## src/rtl/rtc_pkg.sv

```systemverilog
// rtc_pkg: shared types and constants for the RTC write-port slice.
//   - rtc_wr_state_t : write-port FSM states
//   - RTC_AD_W / RTC_IDX_W : bus data width and shadow index width
//   - RTC_BUS_IDLE : inactive levels of the RTC pad controls
//   - rtc_bcd_bad() : true when either nibble of a byte is not a BCD digit
package rtc_pkg;

    localparam int unsigned RTC_AD_W  = 8;
    localparam int unsigned RTC_IDX_W = 4;

    typedef enum logic [3:0] {
        StIdle,
        StGrant,
        StASu,
        StAStb,
        StAHld,
        StDSu,
        StDStb,
        StDHld,
        StAck,
        StCool
    } rtc_wr_state_t;

    typedef struct packed {
        logic cs_n;
        logic wr_n;
        logic rd_n;
        logic ad_oe;
    } rtc_bus_ctl_t;

    localparam rtc_bus_ctl_t RTC_BUS_IDLE = '{cs_n: 1'b1, wr_n: 1'b1, rd_n: 1'b1, ad_oe: 1'b0};

    function automatic logic rtc_bcd_bad(input logic [RTC_AD_W-1:0] value);
        return (value[7:4] > 4'd9) || (value[3:0] > 4'd9);
    endfunction

endpackage

```

## src/rtl/rtc_shadow_rf.sv

```systemverilog
// rtc_shadow_rf: 16x8 shadow register file of the RTC registers.
// Ports:
//   CLK, reset            : clock, synchronous active-high reset (clears all entries)
//   ack_we/idx/data       : write port from the write FSM; wins on an index collision
//   snap_we/idx/data      : write port from the RTC snapshot reader
//   rd_idx, rd_data       : asynchronous read port
module rtc_shadow_rf
    import rtc_pkg::*;
(
    input  logic                 CLK,
    input  logic                 reset,
    input  logic                 ack_we,
    input  logic [RTC_IDX_W-1:0] ack_idx,
    input  logic [RTC_AD_W-1:0]  ack_data,
    input  logic                 snap_we,
    input  logic [RTC_IDX_W-1:0] snap_idx,
    input  logic [RTC_AD_W-1:0]  snap_data,
    input  logic [RTC_IDX_W-1:0] rd_idx,
    output logic [RTC_AD_W-1:0]  rd_data
);

    localparam int unsigned Depth = 2 ** RTC_IDX_W;

    logic [RTC_AD_W-1:0] mem [Depth];

    always_ff @(posedge CLK) begin
        if (reset) begin
            for (int i = 0; i < Depth; i++) begin
                mem[i] <= '0;
            end
        end else begin
            if (snap_we) begin
                mem[snap_idx] <= snap_data;
            end
            // Issued last so the FSM write overrides a same-index snapshot.
            if (ack_we) begin
                mem[ack_idx] <= ack_data;
            end
        end
    end

    assign rd_data = mem[rd_idx];

endmodule

```

## src/rtl/rtc_write_port.sv

```systemverilog
// rtc_write_port: grants the user-control FSM access, serves shadow reads, and turns each
// write request into a timed two-phase (address, then data) cycle on the RTC muxed bus.
// Ports:
//   CLK, reset               : clock, synchronous active-high reset
//   req, grant, done_in      : access handshake with the control FSM
//   rd_idx, rd_data          : combinational shadow read
//   wr_req, wr_idx, wr_addr, wr_data, fin : write request and one-cycle completion pulse
//   snap_we, snap_idx, snap_data         : shadow load from the RTC reader
//   cs_n, wr_n, rd_n, a_d, ad_out, ad_oe : RTC pad interface (registered)
//   wr_err                   : one-cycle reject pulse alongside fin
// Build option: define RTC_BCD_CHECK_EN to reject writes whose data is not two BCD digits;
// otherwise data is written raw and wr_err stays 0.
module rtc_write_port
    import rtc_pkg::*;
#(
    parameter int unsigned T_SETUP = 1,
    parameter int unsigned T_PULSE = 2,
    parameter int unsigned T_HOLD  = 1
) (
    input  logic                 CLK,
    input  logic                 reset,
    input  logic                 req,
    output logic                 grant,
    input  logic                 done_in,
    input  logic [RTC_IDX_W-1:0] rd_idx,
    output logic [RTC_AD_W-1:0]  rd_data,
    input  logic                 wr_req,
    input  logic [RTC_IDX_W-1:0] wr_idx,
    input  logic [RTC_AD_W-1:0]  wr_addr,
    input  logic [RTC_AD_W-1:0]  wr_data,
    output logic                 fin,
    input  logic                 snap_we,
    input  logic [RTC_IDX_W-1:0] snap_idx,
    input  logic [RTC_AD_W-1:0]  snap_data,
    output logic                 cs_n,
    output logic                 wr_n,
    output logic                 rd_n,
    output logic                 a_d,
    output logic [RTC_AD_W-1:0]  ad_out,
    output logic                 ad_oe,
    output logic                 wr_err
);

    // Counter reload values: a state lasts (load + 1) cycles.
    localparam logic [7:0] SuLoad   = 8'(T_SETUP - 1);
    localparam logic [7:0] StbLoad  = 8'(T_PULSE - 1);
    localparam logic [7:0] HldLoad  = 8'(T_HOLD - 1);
    localparam logic [7:0] CoolLoad = 8'd1;

    rtc_wr_state_t        state;
    logic [7:0]           cnt;
    logic [RTC_IDX_W-1:0] idx_q;
    logic [RTC_AD_W-1:0]  addr_q;
    logic [RTC_AD_W-1:0]  data_q;
    logic                 skip_wr;   // rejected write: ACK must not touch the shadow
    logic                 req_lost;  // req dropped during the bus cycle
    logic                 ack_we;

    assign rd_n   = RTC_BUS_IDLE.rd_n;
    assign ack_we = (state == StAck) && !skip_wr;

    always_ff @(posedge CLK) begin
        if (reset) begin
            state    <= StIdle;
            cnt      <= '0;
            idx_q    <= '0;
            addr_q   <= '0;
            data_q   <= '0;
            skip_wr  <= 1'b0;
            req_lost <= 1'b0;
            grant    <= 1'b0;
            fin      <= 1'b0;
            wr_err   <= 1'b0;
            cs_n     <= RTC_BUS_IDLE.cs_n;
            wr_n     <= RTC_BUS_IDLE.wr_n;
            ad_oe    <= RTC_BUS_IDLE.ad_oe;
            a_d      <= 1'b0;
            ad_out   <= '0;
        end else begin
            fin    <= 1'b0;
            wr_err <= 1'b0;
            if (cnt != 8'd0) begin
                cnt <= cnt - 8'd1;
            end
            if (!req) begin
                req_lost <= 1'b1;
            end

            unique case (state)
                StIdle: begin
                    if (req) begin
                        state <= StGrant;
                        grant <= 1'b1;
                    end
                end
                StGrant: begin
                    if (!req || done_in) begin
                        state <= StIdle;
                        grant <= 1'b0;
                    end else if (wr_req) begin
                        idx_q    <= wr_idx;
                        addr_q   <= wr_addr;
                        data_q   <= wr_data;
                        req_lost <= 1'b0;
`ifdef RTC_BCD_CHECK_EN
                        if (rtc_bcd_bad(wr_data)) begin
                            state   <= StAck;
                            skip_wr <= 1'b1;
                            fin     <= 1'b1;
                            wr_err  <= 1'b1;
                        end else
`endif
                        begin
                            state   <= StASu;
                            cnt     <= SuLoad;
                            skip_wr <= 1'b0;
                            cs_n    <= 1'b0;
                            ad_oe   <= 1'b1;
                            a_d     <= 1'b0;
                            ad_out  <= wr_addr;
                        end
                    end
                end
                StASu: begin
                    if (cnt == 8'd0) begin
                        state <= StAStb;
                        cnt   <= StbLoad;
                        wr_n  <= 1'b0;
                    end
                end
                StAStb: begin
                    if (cnt == 8'd0) begin
                        state <= StAHld;
                        cnt   <= HldLoad;
                        wr_n  <= 1'b1;
                    end
                end
                StAHld: begin
                    if (cnt == 8'd0) begin
                        state  <= StDSu;
                        cnt    <= SuLoad;
                        a_d    <= 1'b1;
                        ad_out <= data_q;
                    end
                end
                StDSu: begin
                    if (cnt == 8'd0) begin
                        state <= StDStb;
                        cnt   <= StbLoad;
                        wr_n  <= 1'b0;
                    end
                end
                StDStb: begin
                    if (cnt == 8'd0) begin
                        state <= StDHld;
                        cnt   <= HldLoad;
                        wr_n  <= 1'b1;
                    end
                end
                StDHld: begin
                    if (cnt == 8'd0) begin
                        state  <= StAck;
                        cs_n   <= RTC_BUS_IDLE.cs_n;
                        ad_oe  <= RTC_BUS_IDLE.ad_oe;
                        a_d    <= 1'b0;
                        ad_out <= '0;
                        fin    <= 1'b1;
                    end
                end
                StAck: begin
                    // A requester that let go mid-cycle gets its ACK, then loses the grant.
                    if (req_lost || !req) begin
                        state <= StIdle;
                        grant <= 1'b0;
                    end else begin
                        state <= StCool;
                        cnt   <= CoolLoad;
                    end
                end
                StCool: begin
                    if (cnt == 8'd0) begin
                        state <= StGrant;
                    end
                end
                default: begin
                    state <= StIdle;
                    grant <= 1'b0;
                end
            endcase
        end
    end

    rtc_shadow_rf u_shadow (
        .CLK       (CLK),
        .reset     (reset),
        .ack_we    (ack_we),
        .ack_idx   (idx_q),
        .ack_data  (data_q),
        .snap_we   (snap_we),
        .snap_idx  (snap_idx),
        .snap_data (snap_data),
        .rd_idx    (rd_idx),
        .rd_data   (rd_data)
    );

endmodule
```

## config.mk

```make
export PLATFORM = sky130hd
export DESIGN_NAME = rtc_write_port
export DESIGN_NICKNAME = d
export VERILOG_FILES = /design/src/rtl/rtc_pkg.sv /design/src/rtl/rtc_shadow_rf.sv /design/src/rtl/rtc_write_port.sv
export SDC_FILE = /design/constraint.sdc
export NUM_CORES = 1
export LEC_CHECK = 0
export BUFFER_PORTS_ARGS = -buffer_cell sky130_fd_sc_hd__buf_2
export CAP_MARGIN = 5
export CORE_MARGIN = 1.5
export CORE_UTILIZATION = 55
export DETAILED_ROUTE_END_ITERATION = 10
export PLACE_DENSITY = 0.77
export SLEW_MARGIN = 20
export SYNTH_ARGS = -nofsm -noshare
export SYNTH_HDL_FRONTEND = slang
export SYNTH_SLANG_ARGS = --single-unit
```

## constraint.sdc

```tcl
create_clock -name CLK -period 2.1 [get_ports CLK]
set_input_delay 0.21 -clock CLK [delete_from_list [all_inputs] [get_ports CLK]]
set_output_delay 0.21 -clock CLK [all_outputs]
set_load 0.02 [all_outputs]
```

Yosys cells after proc, flatten, opt, wreduce, memory -nomap -nowiden
Memory sizes are Yosys's and may differ from the RTL's.
Index checks and enable logic that the tools add are counted.
{"block": "totals", "mem_count": 1, "input_bits": 42, "romBits": 0, "mem_bits_rw": 128, "latch_bits": 0, "output_inout_bits": 24, "register_bits": 39, "word_cells": 120}
{"block": "op_classes", "n_lt_le_gt_ge": 0, "shifts": 0, "bitwise": 3, "multipliers": 0, "n_addsub": 1, "n_reduce_logical": 22, "n_mux": 57, "n_eq_ne": 24, "div": 0}
{"memory": "u_shadow.mem", "depth": 16, "width": 8, "rd": 1, "rd_clocked_by_memory_dff": 0, "write_ports": 16, "line": "rtc_shadow_rf.sv:24", "source": "logic [RTC_AD_W-1:0] mem [Depth];"}
{"op": "8-bit 2-to-1 mux", "n": 12}
{"op": "4-bit 2-to-1 mux", "n": 13}
{"op": "4-bit case mux with 10 select lines", "n": 1}
{"op": "8-bit case mux with 4 select lines", "n": 1}
{"op": "1-bit 2-to-1 mux", "n": 24}
{"op": "8-bit case mux with 3 select lines", "n": 1}
{"op": "2-bit != test (second input constant)", "n": 11}
{"op": "4-bit by 3-bit equality test with 1-bit output (second input constant)", "n": 4}
{"op": "8-bit OR reduction", "n": 2}
{"op": "9-bit AND reduction", "n": 1}
{"op": "4-bit by 2-bit equality test with 1-bit output (second input constant)", "n": 2}
{"op": "4-bit equality test (second input constant)", "n": 2}
{"op": "8-bit zero test", "n": 1}
{"op": "4-bit AND reduction", "n": 2}
{"op": "8-bit nonzero test", "n": 1}
{"op": "8-bit by 1-bit subtractor with 8-bit output (second input constant)", "n": 1}
{"op": "7-bit OR reduction", "n": 1}
{"op": "2-bit by 1-bit != test with 1-bit output (second input constant)", "n": 3}
{"op": "1-bit case mux with 2 select lines", "n": 3}
{"op": "3-bit AND reduction", "n": 2}
{"op": "2-bit OR reduction", "n": 3}
{"op": "5-bit AND reduction", "n": 1}
{"op": "4-bit by 1-bit equality test with 1-bit output (second input constant)", "n": 1}
{"op": "4-bit zero test", "n": 1}
{"op": "other kinds (9)", "n": 13}

Logic depth before layout (Yosys ltp)
{"block": "depth", "ltp_word": 6, "depth_mapped": 9, "depth_no_buf": 9}

Modules after synthesis
From an unflattened synthesis, not the netlist that was laid out.
{"block": "hier_totals", "hier_cells": 841, "area_unflattened_um2": 9506.6}
{"module": "rtc_shadow_rf", "cells_each": 582, "area_per_inst_um2": 7422.1, "instances": 1, "seq_area_each_um2": 3843.7}
{"module": "rtc_write_port", "cells_each": 259, "area_per_inst_um2": 2084.5, "instances": 1, "seq_area_each_um2": 780.7}

Worst setup path after synthesis
OpenSTA, ideal clock, no wires.
{"block": "synth_timing", "path_type": "register to register", "from": "register state[3]", "to": "memory u_shadow.mem[1][0] (enable)", "arrival_ns": 1.959, "slack_ns": -0.185, "path_stages_with_launch": 7, "period_less_slack_ns": 2.285, "required_time_ns": 1.774, "path_buffers": 2, "setup_ns": 0.326, "path_cell_list": "dfxtp_1 -> buf_2 -> nor4b_2 -> or4b_1 -> clkbuf_1 -> nor2_1 -> a211o_1"}
{"item": "start: declaration", "line": "rtc_write_port.sv:50", "source": "rtc_wr_state_t state;"}
{"item": "start signal: assignment", "line": "rtc_write_port.sv:64", "source": "state <= StIdle;"}
{"item": "start signal: assignment", "line": "rtc_write_port.sv:92", "source": "state <= StGrant;"}
{"item": "start signal: assignment", "line": "rtc_write_port.sv:98", "source": "state <= StIdle;"}
{"item": "end: declaration", "line": "rtc_shadow_rf.sv:24"}

Worst setup path in the final report
{"block": "layout_timing", "from": "memory u_shadow.mem[6][0]", "to": "output port rd_data[0]"}
{"block": "layout_via", "elab_chain_len": 1}
{"item": "memory read 16 x 8 bit"}
{"item": "end: declaration", "line": "rtc_write_port.sv:26", "source": "output logic [RTC_AD_W-1:0] rd_data,"}
No other way between the ends.

==> qor.yml <==
timing:
  setup_slack_ps: -144
  hold_ws_ps: 9.26
  fin_setup_tns_ps: -1070
  fmax_mhz: 446
  hold_violations: 0
  fin_crit_sh_pct: 107
  finClkSkew_ps: 6.91
  setup_viol: 8
  maxSlewViolCount: 0
  rsz0062_at_grt: "yes"
  min_period_ps: 2240
power:
  internal_power_mw: 6.44
  power.share.combinational_pct: 19.0
  clkPwrFrac_pct: 36.0
  p_seq_share_pct: 45.0
  pwr_density_cell_nw_per_um2: 835
  p_switching_mw: 2.40
  ir_drop_uv: 627
  swShare_pct: 27.1
  p_leak_nw: 3.75
clock_tree:
  numCtsBuffers: 17
  cts_root_buf: "clkbuf_16"
  clk_latency_ps: 440
  cts_buffer_depth: 2
  tritoncts: "yes"
  path_clk_slew_ps: 60
  cts_sinks: 167
  htree_levels: 4
yosys:
  synth_common_cells: "nand2_1 (235), edfxtp_1 (128), o21ai_0 (105), clkbuf_1 (58), nor2_1 (57)"
  yosys_warnings: 0
  yosysUniqueCellTypes: 54
  avgSynthCellArea_um2: 10.2
  synth_top_area_share_pct: 43.1
  netlist_instances: 874
  synth.cell_area_um2: 8910
  synth_area_leaders: "edfxtp_1 (43%), mux4_2 (10%), nand2_1 (9.9%), dfxtp_1 (8.8%), o21ai_0 (5.9%)"
  ys_seq_area_share_pct: 51.9
  syn_nets: 920
  synth_edf_count: 128
  synth_seq_cells: 167
  synth.most_common_cell: "nand2_1"
  synth_top_flop_cell: "edfxtp_1"
  async_reset_ff_share_pct: 0
  synth_top_area_cell: "edfxtp_1"
flow_run:
  max_cap_viol_count: 0
global_route:
  use_met2_pct: 50.2
  met3_usage_pct: 7.79
  grt_pass1_wl_mm: 40.3
  antenna_found_initial: 2
  busiest_layer: "met2"
  grt_pass1_vias: 6896
  grt_max_degree: 33
  grt_use_total_pct: 33.2
  use_met1_pct: 45.0
  overflow: 0
cells_and_area:
  final_core_util_pct: 66.8
  drive_gt1_share_pct: 24.2
  area_delta_synth_final_pct: 18.7
  nNetsFinal: 1004
floorplan:
  initial_utilization_pct: 56.3
  die_w_um: 130
  die_h_um: 130
  rows: 46
  core_um2: 15800
  num_io_pins: 66
  die_area_um2: 17000
detailed_routing:
  wl_mm: 27.0
  initialDrtViolationCount: 1059
  drt-wirelength-per-cell_um: 22.7
  vias: 7498
  drc: 0
  dr.pass1.iters: 8
  drtAntennaViolNets: 0
  viasPerCell: 6.31
min_path:
  hp-class: "input port to flip-flop"
worst_setup_path:
  crit_type: "flip-flop to output pin"
  worstPathRequired_ps: 1890
  path_max_fanout: 1
  critPathLaunchType: "flip-flop"
  critPathArrivalTime_ps: 2030
  endpoint_kind: "output pin"
placement:
  gpl.final_weighted_congestion: 0.914
  hpwl_mm: 18.3
  io_buffers: 63
outcome:
  violations: "setup timing"
  status: "complete, but fails checks"
## layout make-up
class	instances	area, um2
fill	1147	5250
clock inverter	6	58.8
antenna	2	5.00
sequential	167	4630
multi-input combinational	621	4010
tap	216	270
timing repair buffer	138	1030
clock buffer	26	533
inverter	13	51.3
## final timing paths
| check | to | cells past startpoint | start | slack, ps |
|---|---|---|---|---|
| setup / recovery | rd_data[0] | 3 | u_shadow.mem[6][0]$_DFFE_PP_ | -140 |
| hold / removal | data_q[4]$_SDFFE_PP0P_ | 3 | wr_data[4] | 9 |
| setup reg to reg | ad_out[3]$_SDFFE_PP0P_ | 7 | cnt[5]$_SDFF_PP0_ | 0 |
| hold reg to reg | ad_oe$_SDFFE_PP0P_ | 2 | ad_oe$_SDFFE_PP0P_ | 470 |
## through the flow
step	total power [mW]	instance area, um2	std cells	setup slack, ps
3_3_place_gp	5.46	9810	1147	106
2_1_floorplan	5.02	8950	874	-31.0
5_1_grt	9.08	10600	1188	-197
6_report	8.84	10600	1189	-144
3_5_place_dp	5.51	9810	1147	36.4
4_1_cts	8.66	10500	1181	-160
## cell families (layout without fill, tap and decap cells)
logic type	after synthesis	after routing	share of synthesized area [%]
buffers and inverters	86	183	3.93
adder cells (fa/ha/maj)	4	4	0.562
AND/OR/NAND/NOR	368	368	18.0
flip-flops	167	167	51.9
other	2	4	0.0843
AO/OA/AOI/OAI	182	182	12.6
XOR/XNOR	6	6	0.590
multiplexers	59	59	12.3
## cell usage in the layout (no fill, tap or decap), types with 4 or more instances in the layout
| cell | netlist | final |
|---|---|---|
| ha_1 | 4 | 4 |
| o31ai_1 | 34 | 34 |
| buf_4 | 4 | 66 |
| buf_2 | 4 | 55 |
| buf_12 | 0 | 6 |
| clkbuf_1 | 58 | 5 |
| o21ai_0 | 105 | 105 |
| inv_1 | 12 | 12 |
| a22oi_1 | 8 | 8 |
| a211oi_2 | 2 | 8 |
| mux4_2 | 40 | 40 |
| mux2i_1 | 17 | 17 |
| nor3_1 | 10 | 10 |
| clkbuf_16 | 0 | 21 |
| nor2_1 | 57 | 55 |
| nand2_1 | 235 | 235 |
| xnor2_1 | 4 | 4 |
| a21oi_1 | 11 | 11 |
| dfxtp_1 | 39 | 38 |
| nor2b_1 | 8 | 8 |
| a2bb2oi_1 | 8 | 8 |
| or3_1 | 16 | 13 |
| nand3_1 | 8 | 8 |
| nand2b_1 | 12 | 12 |
| buf_6 | 1 | 8 |
| edfxtp_1 | 128 | 128 |
## registers in the layout, indices dropped and copies added, names as in the netlist, 4 cells and up
signal	cells
ad_out	8
idx_q	4
cnt	8
state	4
u_shadow.mem	128
data_q	8
## power groups by stage
stage          Sequential (mW)  Combinational, mW  Clock, mW
6_report                  3.98               1.68       3.19
5_1_grt                   3.99               1.80       3.29
4_1_cts                   3.97               1.53       3.16
3_5_place_dp              4.03               1.48          0
3_3_place_gp              4.03               1.44          0
2_1_floorplan             3.99               1.03          0
## layer usage
layer,vias up,wire length [um]
met3,112,3370
met1,3497,10000
li1,3317,-
met2,572,12200
met5,-,0
met4,0,1430
## repair_timing
item | in CTS | in global routing
buffers inserted | 0 | 5
setup endpoints to repair | 8 | 53
endpoints found under the hold margin | 2 | 0
pin swaps | 0 | 4
cloned | 0 | 1
hold buffers | 2 | 0
resized for setup | 16 | 10
## critical path, cell delays in order, from the launching register on
cell      delay, ps
edfxtp_1        440
mux4_2          520
mux4_2          490
buf_6           150
Note: power is estimated with default switching activity, not from simulation.
